$ cat src/rtl/game_event_decoder_pkg.sv
// Shared codes and types for the game event decoder: match state codes,
// event codes and the packed FIFO event record.
package game_pkg;

    typedef enum logic [1:0] {
        GS_START = 2'd0,
        GS_SERVE = 2'd1,
        GS_RALLY = 2'd2,
        GS_END   = 2'd3
    } game_state_e;

    typedef enum logic [2:0] {
        EV_NONE  = 3'd0,
        EV_START = 3'd1,
        EV_SERVE = 3'd2,
        EV_RALLY = 3'd3,
        EV_END   = 3'd4,
        EV_POINT = 3'd5
    } evt_code_e;

    typedef struct packed {
        logic [2:0] code;
        logic [5:0] data;
    } evt_t;

    localparam int EVT_W = $bits(evt_t);

    // Evaluated in 4 bits so that 7 -> 0 is never mistaken for a +1 step.
    function automatic logic is_step(input logic [2:0] cur, input logic [2:0] prev);
        return {1'b0, cur} == ({1'b0, prev} + 4'd1);
    endfunction

endpackage

$ cat src/rtl/game_event_decoder_if.sv
// Event stream interface between the decoder and its consumers.
// evt_ts exists only when GAME_EVT_TIMESTAMP_EN is defined.
interface game_event_decoder_if #(
    parameter int DEPTH = 8
`ifdef GAME_EVT_TIMESTAMP_EN
    , parameter int TS_W = 16
`endif
);
    logic                     evt_valid;
    logic                     evt_ready;
    logic [2:0]               evt_type;
    logic [5:0]               evt_data;
    logic [$clog2(DEPTH):0]   evt_level;
`ifdef GAME_EVT_TIMESTAMP_EN
    logic [TS_W-1:0]          evt_ts;
`endif

    modport master (
        output evt_valid, evt_type, evt_data, evt_level,
`ifdef GAME_EVT_TIMESTAMP_EN
        output evt_ts,
`endif
        input  evt_ready
    );

    modport slave (
        input  evt_valid, evt_type, evt_data, evt_level,
`ifdef GAME_EVT_TIMESTAMP_EN
        input  evt_ts,
`endif
        output evt_ready
    );
endinterface

$ cat src/rtl/game_event_decoder_fifo.sv
// Synchronous first-word-fall-through FIFO with occupancy output.
// A push while full is accepted only when a pop happens in the same cycle.
module game_evt_fifo #(
    parameter int DEPTH = 8,
    parameter int WIDTH = 9,
    parameter int LVL_W = $clog2(DEPTH) + 1
) (
    input  logic             clk,
    input  logic             reset_n,
    input  logic             push,
    input  logic [WIDTH-1:0] push_data,
    input  logic             pop,
    output logic [WIDTH-1:0] head,
    output logic             empty,
    output logic             full,
    output logic [LVL_W-1:0] level
);
    localparam int AW = $clog2(DEPTH);

    logic [WIDTH-1:0] mem [DEPTH];
    logic [AW-1:0]    wr_ptr;
    logic [AW-1:0]    rd_ptr;
    logic             do_push;
    logic             do_pop;

    always_comb begin
        empty   = (level == '0);
        full    = (level == LVL_W'(DEPTH));
        do_pop  = pop && !empty;
        do_push = push && (!full || do_pop);
        head    = mem[rd_ptr];
    end

    always_ff @(posedge clk) begin
        if (do_push) mem[wr_ptr] <= push_data;
    end

    always_ff @(posedge clk) begin
        if (!reset_n) begin
            wr_ptr <= '0;
            rd_ptr <= '0;
            level  <= '0;
        end else begin
            if (do_push) wr_ptr <= wr_ptr + 1'b1;
            if (do_pop)  rd_ptr <= rd_ptr + 1'b1;
            case ({do_push, do_pop})
                2'b10:   level <= level + 1'b1;
                2'b01:   level <= level - 1'b1;
                default: level <= level;
            endcase
        end
    end
endmodule

$ cat src/rtl/game_event_decoder.sv
// Turns match-state changes and score steps into queued events with a phase counter.
// Optional per-event timestamps are enabled by defining GAME_EVT_TIMESTAMP_EN.
module game_event_decoder
    import game_pkg::*;
#(
    parameter int DEPTH = 8,
    parameter int CNT_W = 32
`ifdef GAME_EVT_TIMESTAMP_EN
    , parameter int TS_W = 16
`endif
) (
    input  logic                       clk,
    input  logic                       reset_n,
    input  logic [1:0]                 game_state,
    input  logic                       who_win,
    input  logic [2:0]                 player_score,
    input  logic [2:0]                 computer_score,
    game_event_decoder_if.master       evt,
    output logic                       ovf,
    input  logic                       ovf_clr,
    output logic [CNT_W-1:0]           phase_cnt
);
    localparam int LVL_W = $clog2(DEPTH) + 1;
`ifdef GAME_EVT_TIMESTAMP_EN
    localparam int W = EVT_W + TS_W;
    logic [TS_W-1:0] ts_cnt;
`else
    localparam int W = EVT_W;
`endif

    logic [1:0]       prev_state;
    logic [2:0]       prev_pscore;
    logic [2:0]       prev_cscore;
    logic             state_chg;
    logic             point;
    evt_t             st_evt;
    evt_t             pt_evt;
    logic [W-1:0]     st_ent;
    logic [W-1:0]     pt_ent;
    logic [W-1:0]     pend;
    logic [W-1:0]     pend_nx;
    logic             pend_valid;
    logic             pend_valid_nx;
    logic             push;
    logic [W-1:0]     push_data;
    logic             pop;
    logic             collide_drop;
    logic             set_ovf;
    logic [W-1:0]     head;
    logic             empty;
    logic             full;
    logic [LVL_W-1:0] level;
    evt_t             head_evt;

    always_comb begin
        state_chg = (game_state != prev_state);
        point     = is_step(player_score, prev_pscore) || is_step(computer_score, prev_cscore);

        st_evt.code = {1'b0, game_state} + 3'd1;
        case (game_state)
            GS_SERVE: st_evt.data = {5'b0, who_win};
            GS_END:   st_evt.data = {player_score, computer_score};
            default:  st_evt.data = '0;
        endcase
        pt_evt.code = EV_POINT;
        pt_evt.data = {player_score, computer_score};

`ifdef GAME_EVT_TIMESTAMP_EN
        st_ent = {ts_cnt, st_evt};
        pt_ent = {ts_cnt, pt_evt};
`else
        st_ent = st_evt;
        pt_ent = pt_evt;
`endif
    end

    // One push per cycle: a waiting pending entry always goes first, and at most
    // one leftover event is kept; a second leftover (the state event) is dropped.
    always_comb begin
        push          = 1'b0;
        push_data     = pend;
        pend_valid_nx = 1'b0;
        pend_nx       = pend;
        collide_drop  = 1'b0;
        if (pend_valid) begin
            push = 1'b1;
            if (point) begin
                pend_valid_nx = 1'b1;
                pend_nx       = pt_ent;
                collide_drop  = state_chg;
            end else if (state_chg) begin
                pend_valid_nx = 1'b1;
                pend_nx       = st_ent;
            end
        end else if (point) begin
            push      = 1'b1;
            push_data = pt_ent;
            if (state_chg) begin
                pend_valid_nx = 1'b1;
                pend_nx       = st_ent;
            end
        end else if (state_chg) begin
            push      = 1'b1;
            push_data = st_ent;
        end
    end

    always_comb begin
        pop           = !empty && evt.evt_ready;
        set_ovf       = collide_drop || (push && full && !pop);
        head_evt      = head[EVT_W-1:0];
        evt.evt_valid = !empty;
        evt.evt_level = level;
        evt.evt_type  = empty ? '0 : head_evt.code;
        evt.evt_data  = empty ? '0 : head_evt.data;
`ifdef GAME_EVT_TIMESTAMP_EN
        evt.evt_ts    = empty ? '0 : head[W-1:EVT_W];
`endif
    end

    game_evt_fifo #(
        .DEPTH (DEPTH),
        .WIDTH (W),
        .LVL_W (LVL_W)
    ) u_fifo (
        .clk       (clk),
        .reset_n   (reset_n),
        .push      (push),
        .push_data (push_data),
        .pop       (pop),
        .head      (head),
        .empty     (empty),
        .full      (full),
        .level     (level)
    );

    always_ff @(posedge clk) begin
        if (!reset_n) begin
            prev_state  <= '0;
            prev_pscore <= '0;
            prev_cscore <= '0;
            pend        <= '0;
            pend_valid  <= 1'b0;
            ovf         <= 1'b0;
            phase_cnt   <= '0;
        end else begin
            prev_state  <= game_state;
            prev_pscore <= player_score;
            prev_cscore <= computer_score;
            pend        <= pend_nx;
            pend_valid  <= pend_valid_nx;
            if (set_ovf)      ovf <= 1'b1;
            else if (ovf_clr) ovf <= 1'b0;
            if (state_chg)            phase_cnt <= '0;
            else if (phase_cnt != '1) phase_cnt <= phase_cnt + 1'b1;
        end
    end

`ifdef GAME_EVT_TIMESTAMP_EN
    always_ff @(posedge clk) begin
        if (!reset_n) ts_cnt <= '0;
        else          ts_cnt <= ts_cnt + 1'b1;
    end
`endif
endmodule
$ cat src/flat_wrapper.sv
// flat-port wrapper written by rule: the top's interface ports become plain ports
module game_event_decoder_flat import game_pkg::*;
#(
    parameter int DEPTH = 8,
    parameter int CNT_W = 32

)
  (clk, reset_n, game_state, who_win, player_score, computer_score, ovf, ovf_clr, phase_cnt, evt_evt_valid, evt_evt_type, evt_evt_data, evt_evt_level, evt_evt_ready);
  game_event_decoder_if #(.DEPTH(DEPTH)) evt_i ();
  input  logic clk;
  input  logic reset_n;
  input  logic [1:0] game_state;
  input  logic who_win;
  input  logic [2:0] player_score;
  input  logic [2:0] computer_score;
  output logic ovf;
  input  logic ovf_clr;
  output logic [CNT_W-1:0] phase_cnt;
  output wire logic [$bits(evt_i.evt_valid)-1:0] evt_evt_valid;
  output wire logic [$bits(evt_i.evt_type)-1:0] evt_evt_type;
  output wire logic [$bits(evt_i.evt_data)-1:0] evt_evt_data;
  output wire logic [$bits(evt_i.evt_level)-1:0] evt_evt_level;
  input wire logic [$bits(evt_i.evt_ready)-1:0] evt_evt_ready;
  assign evt_evt_valid = evt_i.evt_valid;
  assign evt_evt_type = evt_i.evt_type;
  assign evt_evt_data = evt_i.evt_data;
  assign evt_evt_level = evt_i.evt_level;
  assign evt_i.evt_ready = evt_evt_ready;
  game_event_decoder #(.DEPTH(DEPTH), .CNT_W(CNT_W)) u_core (.clk(clk), .reset_n(reset_n), .game_state(game_state), .who_win(who_win), .player_score(player_score), .computer_score(computer_score), .evt(evt_i), .ovf(ovf), .ovf_clr(ovf_clr), .phase_cnt(phase_cnt));
endmodule
$ cat config.mk
export PLATFORM = sky130hd
export DESIGN_NAME = game_event_decoder_flat
export DESIGN_NICKNAME = d
export VERILOG_FILES = /design/src/rtl/game_event_decoder_pkg.sv /design/src/rtl/game_event_decoder_if.sv /design/src/rtl/game_event_decoder_fifo.sv /design/src/rtl/game_event_decoder.sv /design/src/flat_wrapper.sv
export SDC_FILE = /design/constraint.sdc
export NUM_CORES = 1
export LEC_CHECK = 0
export CAP_MARGIN = 20
export CORE_ASPECT_RATIO = 0.75
export CORE_MARGIN = 5
export CORE_UTILIZATION = 43
export DETAILED_ROUTE_END_ITERATION = 8
export GPL_TIMING_DRIVEN = 0
export SETUP_SLACK_MARGIN = 0.2
export SYNTH_ARGS = -nofsm -noshare
export SYNTH_HDL_FRONTEND = slang
export SYNTH_SLANG_ARGS = --single-unit
$ cat constraint.sdc
create_clock -name clk -period 3.1 [get_ports clk]
set_input_delay 0.465 -clock clk [delete_from_list [all_inputs] [get_ports clk]]
set_output_delay 0.465 -clock clk [all_outputs]
set_load 0.02 [all_outputs]
## Word level (Yosys, flattened, before mapping)

Memory sizes are Yosys's and may differ from the RTL's. A register that Yosys moved wholly into a read port is not among the register bits.
Index checks and enable logic that the tools add are counted.

| storage, ports and cells | value |
|---|---|
| bits in registers | 61 |
| memory bits (writable) | 72 |
| input port bits | 13 |
| output and inout port bits | 47 |
| word-level logic and storage cells | 67 |
| memories | 1 |

| operators by class | value |
|---|---|
| add/sub/neg operators | 8 |
| equality and inequality tests | 9 |
| multiplexer cells | 22 |
| bitwise operators | 1 |
| reduce and logical (&&, ||, !) cells | 16 |

Memories:

| name | depth | width | rd ports | clocked after Yosys merged registers in | write ports | RTL line | text |
|---|---|---|---|---|---|---|---|
| u_core.u_fifo.mem | 8 | 9 | 1 | 1 | 1 | game_event_decoder_fifo.sv:20 | `logic [WIDTH-1:0] mem [DEPTH];` |

Operators with widths:

| operator | count |
|---|---|
| $mux W9 | 5 |
| $add A32 B1 Y32 const B | 1 |
| $ne A32 B32 Y1 const B | 1 |
| $pmux W6 S2 | 1 |
| $mux W1 | 11 |
| $mux W3 | 3 |
| $add A3 B1 Y4 const B | 2 |
| $eq A3 B4 Y1 | 2 |
| $pmux W4 S2 | 1 |
| $add A3 B1 Y3 const B | 2 |
| $mux W6 | 1 |
| $reduce_bool A2 Y1 | 3 |
| $logic_and A1 B1 Y1 | 5 |
| $add A4 B1 Y4 const B | 1 |
| $eq A2 B1 Y1 const B | 2 |
| $eq A2 B2 Y1 const B | 2 |
| $eq A4 B4 Y1 const B | 1 |
| $logic_not A4 Y1 | 1 |
| $sub A4 B1 Y4 const B | 1 |
| $add A2 B1 Y3 const B | 1 |
| $logic_not A1 Y1 | 3 |
| $logic_or A1 B1 Y1 | 3 |
| $ne A2 B2 Y1 | 1 |
| $reduce_or A2 Y1 | 1 |
| $not A1 Y1 | 1 |

## Depth between registers and ports, before layout

| depth | value |
|---|---|
| word-level depth | 9 |
| mapped depth | 10 |
| mapped depth without buffers | 10 |

## Hierarchy

Synthesis repeated with hierarchy kept, for this count alone.

| second synthesis, totals | value |
|---|---|
| cells, all modules | 538 |
| area, all modules | 6319.8 µm² |

By module, submodules not included:

| module | instances | cells an instance | area each (µm²) | sequential area each (µm²) |
|---|---|---|---|---|
| game_evt_fifo | 1 | 192 | 3517.1 | 2422.3 |
| game_event_decoder | 1 | 346 | 2802.7 | 1021.0 |

## Worst setup path after synthesis

OpenSTA, ideal clock, no wires.

| timing | value |
|---|---|
| path type | reg-to-reg |
| start point | register u_core.prev_pscore[0] |
| end point | memory u_core.u_fifo.mem[0][0], enable pin |
| library setup time | 399 ps |
| data arrival time | 2363 ps |
| data required time | 2701 ps |
| path slack | 338 ps |
| stages on the path, launching flop included | 7 |
| period minus slack after synthesis | 2762 ps |
| cells stage by stage | dfxtp_1 ha_1 xnor3_1 o2111ai_1 o211ai_2 nand2_1 nor4_1 |

| on the way | value |
|---|---|
| word-level cells in the longest chain between the ends | 8 |

Ends and longest elaborated chain:

| element | RTL line | text |
|---|---|---|
| start, declared | game_event_decoder.sv:32 | `logic [2:0] prev_pscore;` |
| start signal, assigned | game_event_decoder.sv:148 | `prev_pscore <= player_score;` |
| $add A3 B1 Y4 | game_event_decoder_pkg.sv:30 | `return {1'b0, cur} == ({1'b0, prev} + 4'd1);` |
| $eq A3 B4 Y1 | game_event_decoder_pkg.sv:30 |  |
| $logic_or A1 B1 Y1 | game_event_decoder.sv:57 | `point = is_step(player_score, prev_pscore) \|\| is_step(computer_score, prev_cscore);` |
| $mux W1 | game_event_decoder.sv:95 | `end else if (point) begin` |
| $mux W1 | game_event_decoder.sv:85 | `if (pend_valid) begin` |
| $logic_and A1 B1 Y1 | game_event_decoder_fifo.sv:30 | `do_push = push && (!full \|\| do_pop);` |
| $mux W1 | game_event_decoder_fifo.sv:35 | `if (do_push) mem[wr_ptr] <= push_data;` |
| $mux W1 (not written as such) | game_event_decoder_fifo.sv:35 |  |
| end, declared | game_event_decoder_fifo.sv:20 |  |

No other way between the ends.

## Final worst setup path

| timing | value |
|---|---|
| start point | input port computer_score[2] |
| end point | memory u_core.u_fifo.mem[5][7], enable pin |

| on the way | value |
|---|---|
| word-level cells in the longest chain between the ends | 7 |

Ends and longest elaborated chain:

| element | RTL line | text |
|---|---|---|
| start, declared | flat_wrapper.sv:15 | `input logic [2:0] computer_score;` |
| $eq A3 B4 Y1 | game_event_decoder_pkg.sv:30 |  |
| $logic_or A1 B1 Y1 | game_event_decoder.sv:57 |  |
| $mux W1 | game_event_decoder.sv:95 |  |
| $mux W1 | game_event_decoder.sv:85 |  |
| $logic_and A1 B1 Y1 | game_event_decoder_fifo.sv:30 |  |
| $mux W1 | game_event_decoder_fifo.sv:35 |  |
| $mux W1 (not written as such) | game_event_decoder_fifo.sv:35 |  |

No other way between the ends.

==> flow_summary_export.csv <==
group,metric,value,unit
outcome,run_status,"finished, final reports clean",
placed_design,gp_congestion,0.8779,
worst_setup_path,reg2reg_from,"u_core.prev_pscore[0]",
route,route.detailed.drc,0,
floorplanning,core_region_area,0.01366,mm²
floorplanning,ios,60,
synth,ys_seq_area_share,57.84,%
power_and_ir_drop,p_leak,2.565,nW
clock_tree,clk_pin_slew_worst_paths,0.05,ns
timing,slew_headroom,33.46,%
synth,ys_ff_latch,136,
power_and_ir_drop,report.power.total,5.271,mW
worst_hold_path,hp-class,"flip-flop to flip-flop",
timing,tightest_slew,0.9944,ns
worst_setup_path,crit_required,3.13,ns
floorplanning,die-area,0.01632,mm²
timing,min_period,2.849,ns
synth,syn_nets,502,
clock_tree,clk_latency,0.41,ns
worst_setup_path,slowest_delay,0.83,ns
synth,synthCells,481,
worst_setup_path,reg2reg_depth,6,
worst_setup_path,startpoint,"computer_score[2]",
timing,hold_violations,0,
final_layout,final_cells,751,
worst_setup_path,cp-start-kind,"input port",
placed_design,numPortBuffers,59,
route,vias_per_cell,5.443,
clock_tree,cts_buffers,17,
synth,syn_area,0.005953,mm²
clock_tree,cts_tree,"done",
worst_setup_path,crit_path_cell_trace,"clkdlybuf4s50_1 -> xnor3_1 -> nand2_1 -> o211ai_2 -> nand3_1 -> nor2_1",
clock_tree,ctsHoldBuffers,0,
final_layout,antennaDiodeCount,0,
timing,fmax,351.0,MHz
worst_setup_path,crit_fanout,9,
final_layout,finish.utilization,54.18,%
route,drtIter0Drc,329,
worst_setup_path,worstReg2RegEnd,"u_core.u_fifo.mem[5][7]",
worst_setup_path,crit_type,"input port to flip-flop",
flow_run,cap_violations,0,
clock_tree,cts-root-buf,"clkbuf_16",
global_route,grt_pass1_wl,22.05,mm
clock_tree,post_cts_buffers,0,
placed_design,placedCellCount,720,
synth,yosys_warnings,0,
power_and_ir_drop,ir_drop,0.4132,mV
final_layout,drive_above_1_share,14.58,%
synth,synth-async-reset-ratio,0,%
clock_tree,cts_resized,14,
floorplanning,die_w,145.9,µm
global_route,overflow,0,
floorplanning,initial_core_util,43.59,%
synth,ys_types,56,
worst_hold_path,whs_endpoint,"u_core.pend[6]",
route,drt_wl_total,13.61,mm
clock_tree,clockBufferDepth,2,
worst_setup_path,reg2reg_slack,0.27,ns
global_route,antenna_found_initial,0,
clock_tree,clock_sinks,136,
final_layout,final_cell_mix,"edfxtp_1, dfxtp_1, nor2_1",
timing,finClkSkew,0.006936,ns
timing,rsz0062_at_grt,"yes",
worst_hold_path,hold_path_depth,2,
route,vias,4088,
final_layout,mostFrequentLayoutCell,"edfxtp_1",
worst_hold_path,worstHoldStart,"u_core.pend[6]",
synth,synth_ff_type,"edfxtp_1",
timing,setup_viol,0,
placed_design,hpwl,9.697,mm
floorplanning,rows,37,
worst_setup_path,worstPathArrival,2.88,ns
global_route,grt_pass1_vias,4033,
clock_tree,h-tree-depth,4,
synth,synth_edf_count,72,
final_layout,area_growth,24.30,%
floorplanning,dieHeight,111.9,µm
synth,synth_area_per_cell,12.38,µm²
route,dr.pass1.iters,4,
worst_setup_path,cp_slowest_cell,"nor2_1",
timing,min_period_over_period,91.90,%
route,wl_per_cell,18.13,µm
route,ant_nets,0,
power_and_ir_drop,power_density,712.4,mW/mm²
global_route,track_usage,17.62,%
global_route,grt_max_degree,17,
timing,slew_viol_final,0,
final_layout,nets,585,
worst_setup_path,worst_setup_path_end_kind,"flip-flop",
==> registers in the layout, summed over array words and instances (netlist names), 2 cells and up, named ones only <==
register              flops
u_core.pend               9
u_core.phase_cnt         32
u_core.prev_cscore        3
u_core.prev_pscore        3
u_core.prev_state         2
u_core.u_fifo.level       4
u_core.u_fifo.mem        72
u_core.u_fifo.rd_ptr      3
u_core.u_fifo.wr_ptr      3
==> Yosys cell counts, types with 2 or more instances <==
| library cell | number | area (µm²) |
|---|---|---|
| a21oi_1 | 12 | 60.06 |
| a22o_1 | 5 | 43.79 |
| a22oi_1 | 6 | 45.04 |
| and2_1 | 10 | 62.56 |
| and3_1 | 9 | 56.30 |
| and4_1 | 5 | 43.79 |
| and4_2 | 2 | 20.02 |
| buf_1 | 2 | 7.510 |
| buf_2 | 5 | 25.02 |
| clkbuf_1 | 11 | 41.29 |
| dfxtp_1 | 64 | 1281 |
| edfxtp_1 | 72 | 2162 |
| ha_1 | 8 | 100.1 |
| inv_1 | 8 | 30.03 |
| mux2_2 | 2 | 22.52 |
| mux2i_1 | 15 | 150.1 |
| mux4_2 | 18 | 405.4 |
| nand2_1 | 20 | 75.07 |
| nand2b_1 | 4 | 25.02 |
| nand3_1 | 15 | 75.07 |
| nand3_2 | 2 | 20.02 |
| nand4_1 | 8 | 50.05 |
| nand4_2 | 2 | 25.02 |
| nor2_1 | 64 | 240.2 |
| nor2b_1 | 5 | 31.28 |
| nor3_1 | 15 | 75.07 |
| nor4_1 | 9 | 56.30 |
| nor4_2 | 2 | 25.02 |
| o2111ai_1 | 3 | 26.28 |
| o211ai_2 | 2 | 25.02 |
| o21a_1 | 3 | 22.52 |
| o21ai_0 | 8 | 40.04 |
| o21ai_1 | 5 | 25.02 |
| or4_1 | 2 | 15.01 |
| xnor2_1 | 19 | 166.4 |
| xnor3_1 | 2 | 45.04 |
| xor2_1 | 18 | 157.7 |
==> stage by stage <==
stage | TNS [ns] | hold slack (ns) | cell area, µm² | setup WS [ns]
6_report | 0 | 0.4536 | 7400 | 0.2512
3_3_place_gp | -37.36 | 0.4441 | 6763 | -1.227
2_1_floorplan | 0 | 0.4323 | 5953 | 0.3383
5_1_grt | 0 | 0.4838 | 7400 | 0.05748
4_1_cts | 0 | 0.4552 | 7381 | 0.2614
3_5_place_dp | -4.705 | 0.4479 | 6835 | -0.1679
==> cell families (layout without fill, tap and decap cells) <==
kind of cell    after synthesis  after routing  share of synthesized area, %
simple gates                182            182                         16.35
flops                       136            136                         57.84
compound gates               52             52                         5.927
xor+xnor                     39             39                         6.200
mux                          35             35                         9.710
buf+inv                      27            122                         1.934
fa+ha+maj                    10             10                         2.039
==> worst max path at each step <==
| stage | endpoint | slack [ns] | cells after the start |
|---|---|---|---|
| final | u_core.u_fifo.mem[5][7] | 0.25 | 6 |
| after global routing | u_core.u_fifo.mem[5][7] | 0.06 | 6 |
| after CTS | u_core.u_fifo.mem[6][7] | 0.26 | 6 |
| after detailed placement | u_core.u_fifo.mem[6][7] | -0.17 | 6 |
| after global placement | u_core.u_fifo.mem[0][6] | -1.23 | 6 |
| after floorplan | u_core.u_fifo.mem[0][0] | 0.34 | 6 |
==> where the power goes <==
| group | switching [mW] | internal (mW) |
|---|---|---|
| sequential | 0.0843 | 2.12 |
| clock | 0.703 | 1.17 |
| combinational | 0.680 | 0.515 |
==> layer usage <==
metal | up-vias | global-route usage (%) | share of wire [%]
met5 | - | 0 | 0
met4 | 0 | 6.135 | 1.1
met3 | 12 | 5.167 | 6.0
met2 | 117 | 24.37 | 44
met1 | 1998 | 26.24 | 49
li1 | 1961 | - | -
==> area by class of cell <==
class / count / area (µm²)
Buffer: 19 / 100.1
Clock buffer: 21 / 440.4
Clock inverter: 10 / 105.1
Fill cell: 1135 / 6257
Inverter: 8 / 30.03
Multi-Input combinational cell: 318 / 2436
Sequential cell: 136 / 3443
Tap cell: 175 / 219.0
Timing Repair Buffer: 64 / 625.6
==> worst max-delay path, delay by kind of cell <==
family                 cells  cell delay (ns)
AND/OR/NAND/NOR            3             1.20
XOR/XNOR                   1             0.25
buffers and inverters      1             0.60
AO/OA/AOI/OAI              1             0.36
No activity file was read; power rests on OpenSTA's default activity.
